## src/rtl/acknack_out_buffer_param.sv

```systemverilog
// Go-back-N ACK/NACK retransmission output buffer with generic depth and width.
// Each flit is held until it is acknowledged. A NACK replays from the oldest unacknowledged flit.
module acknack_out_buffer_param #(
    parameter int FLITWIDTH = 32,
    parameter int DEPTH     = 8,
    parameter int LOGDEPTH  = 3,
    parameter int CNTWIDTH  = 16,
    parameter int SIMDELAY  = 2000
) (
    input  logic                 clk,
    input  logic                 rst,
    output logic [FLITWIDTH-1:0] FLIT_out,
    output logic                 VALID_out,
    output logic                 FWDAUX1_out,
    input  logic                 BWDAUX1_in,
    input  logic                 BWDAUX2_in,
    input  logic                 BWDAUX3_in,
    input  logic                 write,
    input  logic [FLITWIDTH-1:0] data_in,
    output logic                 full,
    output logic                 almost_full,
    output logic [LOGDEPTH:0]    occupancy,
    output logic [CNTWIDTH-1:0]  replay_count,
    output logic                 overflow_err,
    output logic                 spurious_ack_err
);

    localparam logic [LOGDEPTH-1:0] PTR_ONE   = LOGDEPTH'(1);
    localparam logic [LOGDEPTH:0]   CNT_FULL  = (LOGDEPTH+1)'(DEPTH);
    localparam logic [LOGDEPTH:0]   CNT_ALMST = (LOGDEPTH+1)'(DEPTH-1);

    // The transport delay is a simulation-only modelling aid and is not applied in this RTL.
    if (SIMDELAY < 0) begin : gSimDelayCheck
    end

    logic unusedAux;
    assign unusedAux = &{1'b0, BWDAUX3_in};

    logic [FLITWIDTH-1:0] mem_q [DEPTH];
    logic [LOGDEPTH-1:0]  wrPtr_q, wrPtr_d, rdPtr_q, rdPtr_d, ackPtr_q, ackPtr_d;
    logic [LOGDEPTH-1:0]  discard_q, discard_d;
    logic [LOGDEPTH:0]    unsent_q, unsent_d, occ_q, occ_d;
    logic [CNTWIDTH-1:0]  count_q, count_d;
    logic                 replay_q, replay_d, ovf_q, ovf_d, spur_q, spur_d;
    logic                 push, respTaken, nackTaken, ackTaken, ackRetire, sendAdv;
    logic [LOGDEPTH:0]    pushExt, retireExt, sendExt;

    assign full             = (occ_q == CNT_FULL);
    assign almost_full      = (occ_q >= CNT_ALMST);
    assign occupancy        = occ_q;
    assign replay_count     = count_q;
    assign overflow_err     = ovf_q;
    assign spurious_ack_err = spur_q;
    assign FLIT_out         = mem_q[rdPtr_q];
    assign VALID_out        = (unsent_q != '0) || replay_q;
    assign FWDAUX1_out      = replay_q;

    always_comb begin
        push      = write && !full;
        respTaken = BWDAUX2_in && (discard_q == '0);
        nackTaken = respTaken && !BWDAUX1_in;
        ackTaken  = respTaken && BWDAUX1_in;
        ackRetire = ackTaken && (occ_q != '0);
        sendAdv   = (unsent_q != '0) && !nackTaken;
        pushExt   = {{LOGDEPTH{1'b0}}, push};
        retireExt = {{LOGDEPTH{1'b0}}, ackRetire};
        sendExt   = {{LOGDEPTH{1'b0}}, sendAdv};

        wrPtr_d   = wrPtr_q;
        rdPtr_d   = rdPtr_q;
        ackPtr_d  = ackPtr_q;
        discard_d = discard_q;
        count_d   = count_q;
        ovf_d     = ovf_q;
        spur_d    = spur_q;
        replay_d  = nackTaken;
        occ_d     = occ_q + pushExt - retireExt;
        unsent_d  = unsent_q + pushExt - sendExt;

        if (push)
            wrPtr_d = wrPtr_q + PTR_ONE;
        if (write && full)
            ovf_d = 1'b1;
        if (BWDAUX2_in && (discard_q != '0))
            discard_d = discard_q - PTR_ONE;
        if (ackRetire)
            ackPtr_d = ackPtr_q + PTR_ONE;
        if (ackTaken && (occ_q == '0))
            spur_d = 1'b1;

        // Rewind: everything still held becomes unsent again, and the in-flight flits
        // beyond the NACKed one will each draw a NACK that must be swallowed.
        if (nackTaken) begin
            rdPtr_d   = ackPtr_q;
            unsent_d  = occ_q + pushExt;
            discard_d = rdPtr_q - ackPtr_q - PTR_ONE;
            if (count_q != '1)
                count_d = count_q + CNTWIDTH'(1);
        end else if (sendAdv) begin
            rdPtr_d = rdPtr_q + PTR_ONE;
        end
    end

    always_ff @(posedge clk or negedge rst) begin
        if (!rst) begin
            wrPtr_q   <= '0;
            rdPtr_q   <= '0;
            ackPtr_q  <= '0;
            discard_q <= '0;
            unsent_q  <= '0;
            occ_q     <= '0;
            count_q   <= '0;
            replay_q  <= 1'b0;
            ovf_q     <= 1'b0;
            spur_q    <= 1'b0;
        end else begin
            wrPtr_q   <= wrPtr_d;
            rdPtr_q   <= rdPtr_d;
            ackPtr_q  <= ackPtr_d;
            discard_q <= discard_d;
            unsent_q  <= unsent_d;
            occ_q     <= occ_d;
            count_q   <= count_d;
            replay_q  <= replay_d;
            ovf_q     <= ovf_d;
            spur_q    <= spur_d;
        end
    end

    always_ff @(posedge clk or negedge rst) begin
        if (!rst) begin
            for (int i = 0; i < DEPTH; i++)
                mem_q[i] <= '0;
        end else if (push) begin
            mem_q[wrPtr_q] <= data_in;
        end
    end

endmodule

```

## config.mk

```make
export PLATFORM = sky130hd
export DESIGN_NAME = acknack_out_buffer_param
export DESIGN_NICKNAME = d
export VERILOG_FILES = /design/src/rtl/acknack_out_buffer_param.sv
export SDC_FILE = /design/constraint.sdc
export NUM_CORES = 1
export LEC_CHECK = 0
export CORE_ASPECT_RATIO = 0.5
export CORE_MARGIN = 4
export CORE_UTILIZATION = 45
export CTS_CLUSTER_SIZE = 28
export DETAILED_ROUTE_END_ITERATION = 16
export PLACE_DENSITY = 0.76
export SYNTH_ARGS = -nofsm -noshare
export SYNTH_HDL_FRONTEND = slang
export SYNTH_SLANG_ARGS = --single-unit
```

## constraint.sdc

```tcl
create_clock -name clk -period 7.39 [get_ports clk]
set_input_delay 1.8475 -clock clk [delete_from_list [all_inputs] [get_ports clk]]
set_output_delay 1.8475 -clock clk [all_outputs]
set_load 0.02 [all_outputs]
```

==> results of run 1 <==
path summary, 6_finish.rpt:
kind / slack, ps / endpoint
setup / recovery: 1980 / FLIT_out[19]
hold / removal: 460 / overflow_err$_DFFE_PN0P_
setup reg to reg: 3990 / unsent_q[2]$_DFF_PN0_
hold reg to reg: 460 / overflow_err$_DFFE_PN0P_
max in group asynchronous: 4460 / rdPtr_q[0]$_DFFE_PN0P_
min in group asynchronous: 1470 / mem_q[26]$_DFFE_PN0P_
area by class of cell:
type	instances	area, um^2
Clock buffer	36	729
Clock inverter	9	72.6
Sequential cell	295	7390
Timing Repair Buffer	101	1010
Inverter	17	63.8
Tap cell	391	489
Fill cell	2309	13800
Multi-Input combinational cell	501	5890
logic make-up (layout without fill, tap and decap cells):
family	Yosys count	after routing	share of synthesized area
adders and majority gates	18	18	0.0176
buffers and inverters	65	163	0.0297
xor gates and xnor gates	27	27	0.0184
AOI/OAI and AO/OA	25	25	0.0122
and+or+nand+nor	74	74	0.0359
muxes	357	357	0.346
DFF	295	295	0.540
where the power goes:
group / switching (mW) / internal (mW) / leakage (nW)
Clock: 0.578 / 0.723 / 0.397
Sequential: 0.589 / 2.40 / 3.56
Combinational: 1.26 / 1.97 / 2.70
Total: 2.43 / 5.10 / 6.66
worst register-to-register path: cells and delay by family, from the launching register on:
family,cells,cell delay [ps]
compound gates,1,120
xor+xnor,1,160
fa+ha+maj,4,1020
buf+inv,4,700
flops,1,390
simple gates,4,940
sequential cells by signal, summed over array words and instances (netlist names):
register	cells
mem_q	256
replay_count	16
occupancy	4
unsent_q	4
ackPtr_q	3
discard_q	3
rdPtr_q	3
wrPtr_q	3
FWDAUX1_out	1
overflow_err	1
spurious_ack_err	1
metal layers:
metal / part of all wire / wire length, um / vias to the layer above / track usage
met5: 0 / 0 / - / 0
met4: 0.015 / 421 / 0 / 0.0291
met3: 0.025 / 694 / 31 / 0.0209
met2: 0.52 / 14100 / 82 / 0.296
met1: 0.44 / 12100 / 4038 / 0.230
li1: - / - / 3342 / -
per-stage QoR:
| stage | power, mW | hold slack [ps] |
|---|---|---|
| floorplan | 5.23 | 459 |
| global placement | 6.12 | 439 |
| detailed placement | 6.29 | 458 |
| CTS | 7.62 | 466 |
| global route | 7.99 | 494 |
| finish | 7.53 | 458 |
placed cells by master, fill, tap and decap left out, drive strengths merged, types with 8 or more instances in the layout:
cell	n
buf	8
clkbuf	36
clkdlybuf4s50	93
dfrtp	295
ha	16
inv	17
mux2	291
mux4	64
nand2	20
nand3	10
nor2	9
o21ai	8
xnor2	12
xor2	14
==> results.json, run 1 <==
{
  "crit_path_cell_trace": "buf_4 -> mux4_2 -> mux2_2 -> clkdlybuf4s50_1",
  "num-nets-final": 999,
  "synth_seq_cells": 295,
  "cts_tree": "done",
  "cts_inserted_buffers": 27,
  "status": "finished, final reports clean",
  "worstSetupStartpoint": "rdPtr_q[0]$_DFFE_PN0P_",
  "dpl_cell_area_um2": 14800,
  "grtUsageTotal": 0.168,
  "critical_path_peak_fanout": 40,
  "p_per_area_nw_per_um2": 481,
  "antenna_cells": 0,
  "clock-sinks": 295,
  "tns_ps": 0,
  "setup_viol_count_final": 0,
  "cpPeakStageDelay_ps": 960,
  "setup_slack_ps": 1980,
  "synth_area_um2": 13700,
  "dpl.cell_count": 1305,
  "critPathKind": "reg -> out",
  "ys.flop_type": "dfrtp_1",
  "num_rows": 44,
  "cts_root_buf": "clkbuf_16",
  "synth.area.top_cells": "dfrtp_1 (54%), mux2_2 (23%), mux4_2 (11%)",
  "via_per_inst": 5.55,
  "drtIter0Drc": 428,
  "r2r-start": "discard_q[0]$_DFFE_PN0P_",
  "die-height_um": 131,
  "postCtsHoldBufs": 0,
  "final_util": 0.531,
  "synth.most_common_cell": "dfrtp_1",
  "core_um2": 29500,
  "slew_headroom": 0.258,
  "cp_slowest_cell": "dfrtp_4",
  "cp-end-kind": "output port",
  "fin_area_um2": 15600,
  "synth_top_area_share": 0.540,
  "drc": 0,
  "post_cts_buffers": 0,
  "wl_um": 27300,
  "worst-path-stages": 4,
  "drt_first_pass_iters": 4,
  "grt_pass1_vias": 8274,
  "min_path_cells": 1,
  "syn2layout_area_growth_pct": 14.4,
  "die_width_um": 255,
  "finalCritPeriodShare": 0.733,
  "synth_nets": 917,
  "crit_required_ps": 5540,
  "ir_drop_mv": 0.207,
  "cp_top_family": "buffers and inverters",
  "ctsResizeCount": 0,
  "cts.clk_slew.worst_paths_ps": 60,
  "yosys-top-cells-count": "dfrtp_1 (295), mux2_2 (277), mux4_2 (64)",
  "hpwl_um": 16400,
  "start_kind": "register",
  "fin_cells": 1350,
  "io_buffers": 94,
  "skew_ps": 13.5,
  "path_buf_inv": 2,
  "clock.fmax_ghz": 0.185,
  "synth_largest_area_cell": "dfrtp_1",
  "synthCells": 861,
  "grt_pass1_wl_um": 45800,
  "hold_path_class": "reg -> reg",
  "worst-r2r-cell-count": 14,
  "cts_buffer_depth": 3,
  "period_minus_slack_ps": 5410,
  "dp_slack_ps": 2420,
  "initial_core_util": 0.464,
  "ios": 96,
  "drive_above_1_share": 0.420,
  "detail-route-antenna-nets": 0,
  "overflow": 0,
  "wl_per_cell_um": 20.2,
  "p_leak_nw": 6.66,
  "rsz0062_at_grt": "no",
  "place.gp.congestion": 0.781,
  "arrival_ps": 3570,
  "vias": 7493,
  "tightest_slew_ps": 1110,
  "clk_latency_ps": 530,
  "maxSlewViolCount": 0,
  "hp-start": "overflow_err$_DFFE_PN0P_",
  "yosysWarningCount": 0,
  "synth-edff-count": 0,
  "grt_max_degree": 150,
  "ys_async_sr_fraction": 1.00,
  "die_area_um2": 33400,
  "hold_violations": 0,
  "syn_area_per_cell_um2": 15.9,
  "yosysSeqAreaShare": 0.540,
  "yosys.cell_types.count": 46,
  "antenna_found_initial": 0,
  "htreeDepth": 1,
  "drv_cap": 0
}
Note: power is estimated with default switching activity, not from simulation.
==> run 2, diff against run 1 <==
Settings changed: PLACE_DENSITY 0.76 to 0.78.
Clock period 7.39 ns to 4.7 ns, I/O delays scaled along.
==> results.json, run 2 (synthesis gave the netlist of run 1 again) <==
{
  "crit_required_ps": 3520,
  "num-nets-final": 1011,
  "syn2layout_area_growth_pct": 17.5,
  "wl_per_cell_um": 20.4,
  "clock-sinks": 295,
  "postCtsHoldBufs": 0,
  "clock.fmax_ghz": 0.229,
  "reg2reg_to": "unsent_q[2]$_DFF_PN0_",
  "grtUsageTotal": 0.169,
  "ir_drop_mv": 0.431,
  "min_path_cells": 1,
  "htreeDepth": 1,
  "tns_ps": 0,
  "die-height_um": 131,
  "wl_um": 27900,
  "status": "finished, final reports clean",
  "cp_slowest_cell": "dfrtp_4",
  "crit_path_cell_trace": "buf_12 -> mux4_2 -> mux2_2 -> clkdlybuf4s50_1",
  "cts_buffer_depth": 3,
  "largest_register_ffs": 256,
  "core_um2": 29500,
  "drv_cap": 0,
  "dpl.cell_count": 1316,
  "hold_path_class": "reg -> reg",
  "via_per_inst": 5.56,
  "slew_headroom": 0.391,
  "r2r-start": "discard_q[0]$_DFFE_PN0P_",
  "worstSetupStartpoint": "rdPtr_q[0]$_DFFE_PN0P_",
  "drive_above_1_share": 0.434,
  "drtIter0Drc": 461,
  "ios": 96,
  "vias": 7615,
  "worst-path-stages": 4,
  "cts.clk_slew.worst_paths_ps": 60,
  "initial_core_util": 0.464,
  "grt_max_degree": 90,
  "worst-r2r-cell-count": 14,
  "cp-end-kind": "output port",
  "layout_commonest_cell": "dfrtp_1",
  "period_minus_slack_ps": 4370,
  "drt_first_pass_iters": 4,
  "die_width_um": 255,
  "cp_top_family": "flip-flops",
  "power_mw": 12.5,
  "hold_violations": 0,
  "start_kind": "register",
  "overflow": 0,
  "skew_ps": 5.22,
  "cts_root_buf": "clkbuf_16",
  "arrival_ps": 3190,
  "setup_viol_count_final": 0,
  "r2r_setup_slack_ps": 1640,
  "hpwl_um": 17400,
  "antenna_found_initial": 1,
  "endpoint": "FLIT_out[15]",
  "finalCritPeriodShare": 0.929,
  "p_per_area_nw_per_um2": 777,
  "rsz0062_at_grt": "no",
  "die_area_um2": 33400,
  "clk_latency_ps": 530,
  "grt_pass1_wl_um": 46300,
  "num_rows": 44,
  "fin_area_um2": 16100,
  "cts_tree": "done",
  "dpl_cell_area_um2": 15000,
  "critical_path_peak_fanout": 41,
  "final_cell_mix": "dfrtp_1 (292), mux2_2 (277), clkdlybuf4s50_1 (93)",
  "hold-worst-slack_ps": 463,
  "maxSlewViolCount": 0,
  "io_buffers": 94,
  "post_cts_buffers": 0,
  "detail-route-antenna-nets": 0,
  "p_leak_nw": 6.87,
  "ctsResizeCount": 0,
  "cpPeakStageDelay_ps": 960,
  "critPathKind": "reg -> out",
  "fin_cells": 1369,
  "drc": 0,
  "path_buf_inv": 2,
  "place.gp.congestion": 0.781,
  "cts_inserted_buffers": 28,
  "grt_pass1_vias": 8488,
  "regMostFlops": "mem_q",
  "tightest_slew_ps": 911
}
==> run 2: cell count changes in the layout (fill, tap and decap cells not counted), sizes merged <==
cell | previous run | this run
clkinv | 7 | 4
diode | 0 | 1
buf | 8 | 19
bufinv | 1 | 8
clkbuf | 36 | 39
==> run 2: layout make-up <==
type | count | area, um^2
Fill cell | 2224 | 13400
Sequential cell | 295 | 7390
Multi-Input combinational cell | 501 | 5890
Timing Repair Buffer | 112 | 1140
Clock buffer | 39 | 823
Tap cell | 391 | 489
Clock inverter | 13 | 272
Inverter | 17 | 63.8
Antenna cell | 1 | 2.50
==> run 2: per-stage QoR <==
| step | setup WS [ps] | util |
|---|---|---|
| after detailed placement | 813 | 0.508 |
| after CTS | 238 | 0.545 |
| after global routing | 154 | 0.546 |
| final | 332 | 0.546 |
| after global placement | 805 | 0.508 |
| after floorplan | 1490 | - |
==> run 2: worst min path at each step <==
stage	slack, ps	from	endpoint
after floorplan	460	mem_q[34]$_DFFE_PN0P_	mem_q[34]$_DFFE_PN0P_
after global placement	440	overflow_err$_DFFE_PN0P_	overflow_err$_DFFE_PN0P_
after detailed placement	450	overflow_err$_DFFE_PN0P_	overflow_err$_DFFE_PN0P_
after CTS	460	overflow_err$_DFFE_PN0P_	overflow_err$_DFFE_PN0P_
after global routing	490	overflow_err$_DFFE_PN0P_	overflow_err$_DFFE_PN0P_
final	460	overflow_err$_DFFE_PN0P_	overflow_err$_DFFE_PN0P_
==> run 2: report_power, final <==
| part | internal [mW] | switching (mW) | leakage, nW | total, mW |
|---|---|---|---|---|
| combinational | 3.16 | 2.05 | 2.78 | 5.21 |
| sequential | 3.78 | 0.882 | 3.56 | 4.66 |
| clock | 1.66 | 0.955 | 0.534 | 2.62 |
| total | 8.60 | 3.89 | 6.87 | 12.5 |
==> run 2: layer usage <==
metal | up-vias | part of all wire | global-route usage
met3 | 42 | 0.022 | 0.0209
met4 | 0 | 0.018 | 0.0378
li1 | 3396 | - | -
met5 | - | 0 | 0
met2 | 88 | 0.51 | 0.292
met1 | 4089 | 0.45 | 0.233
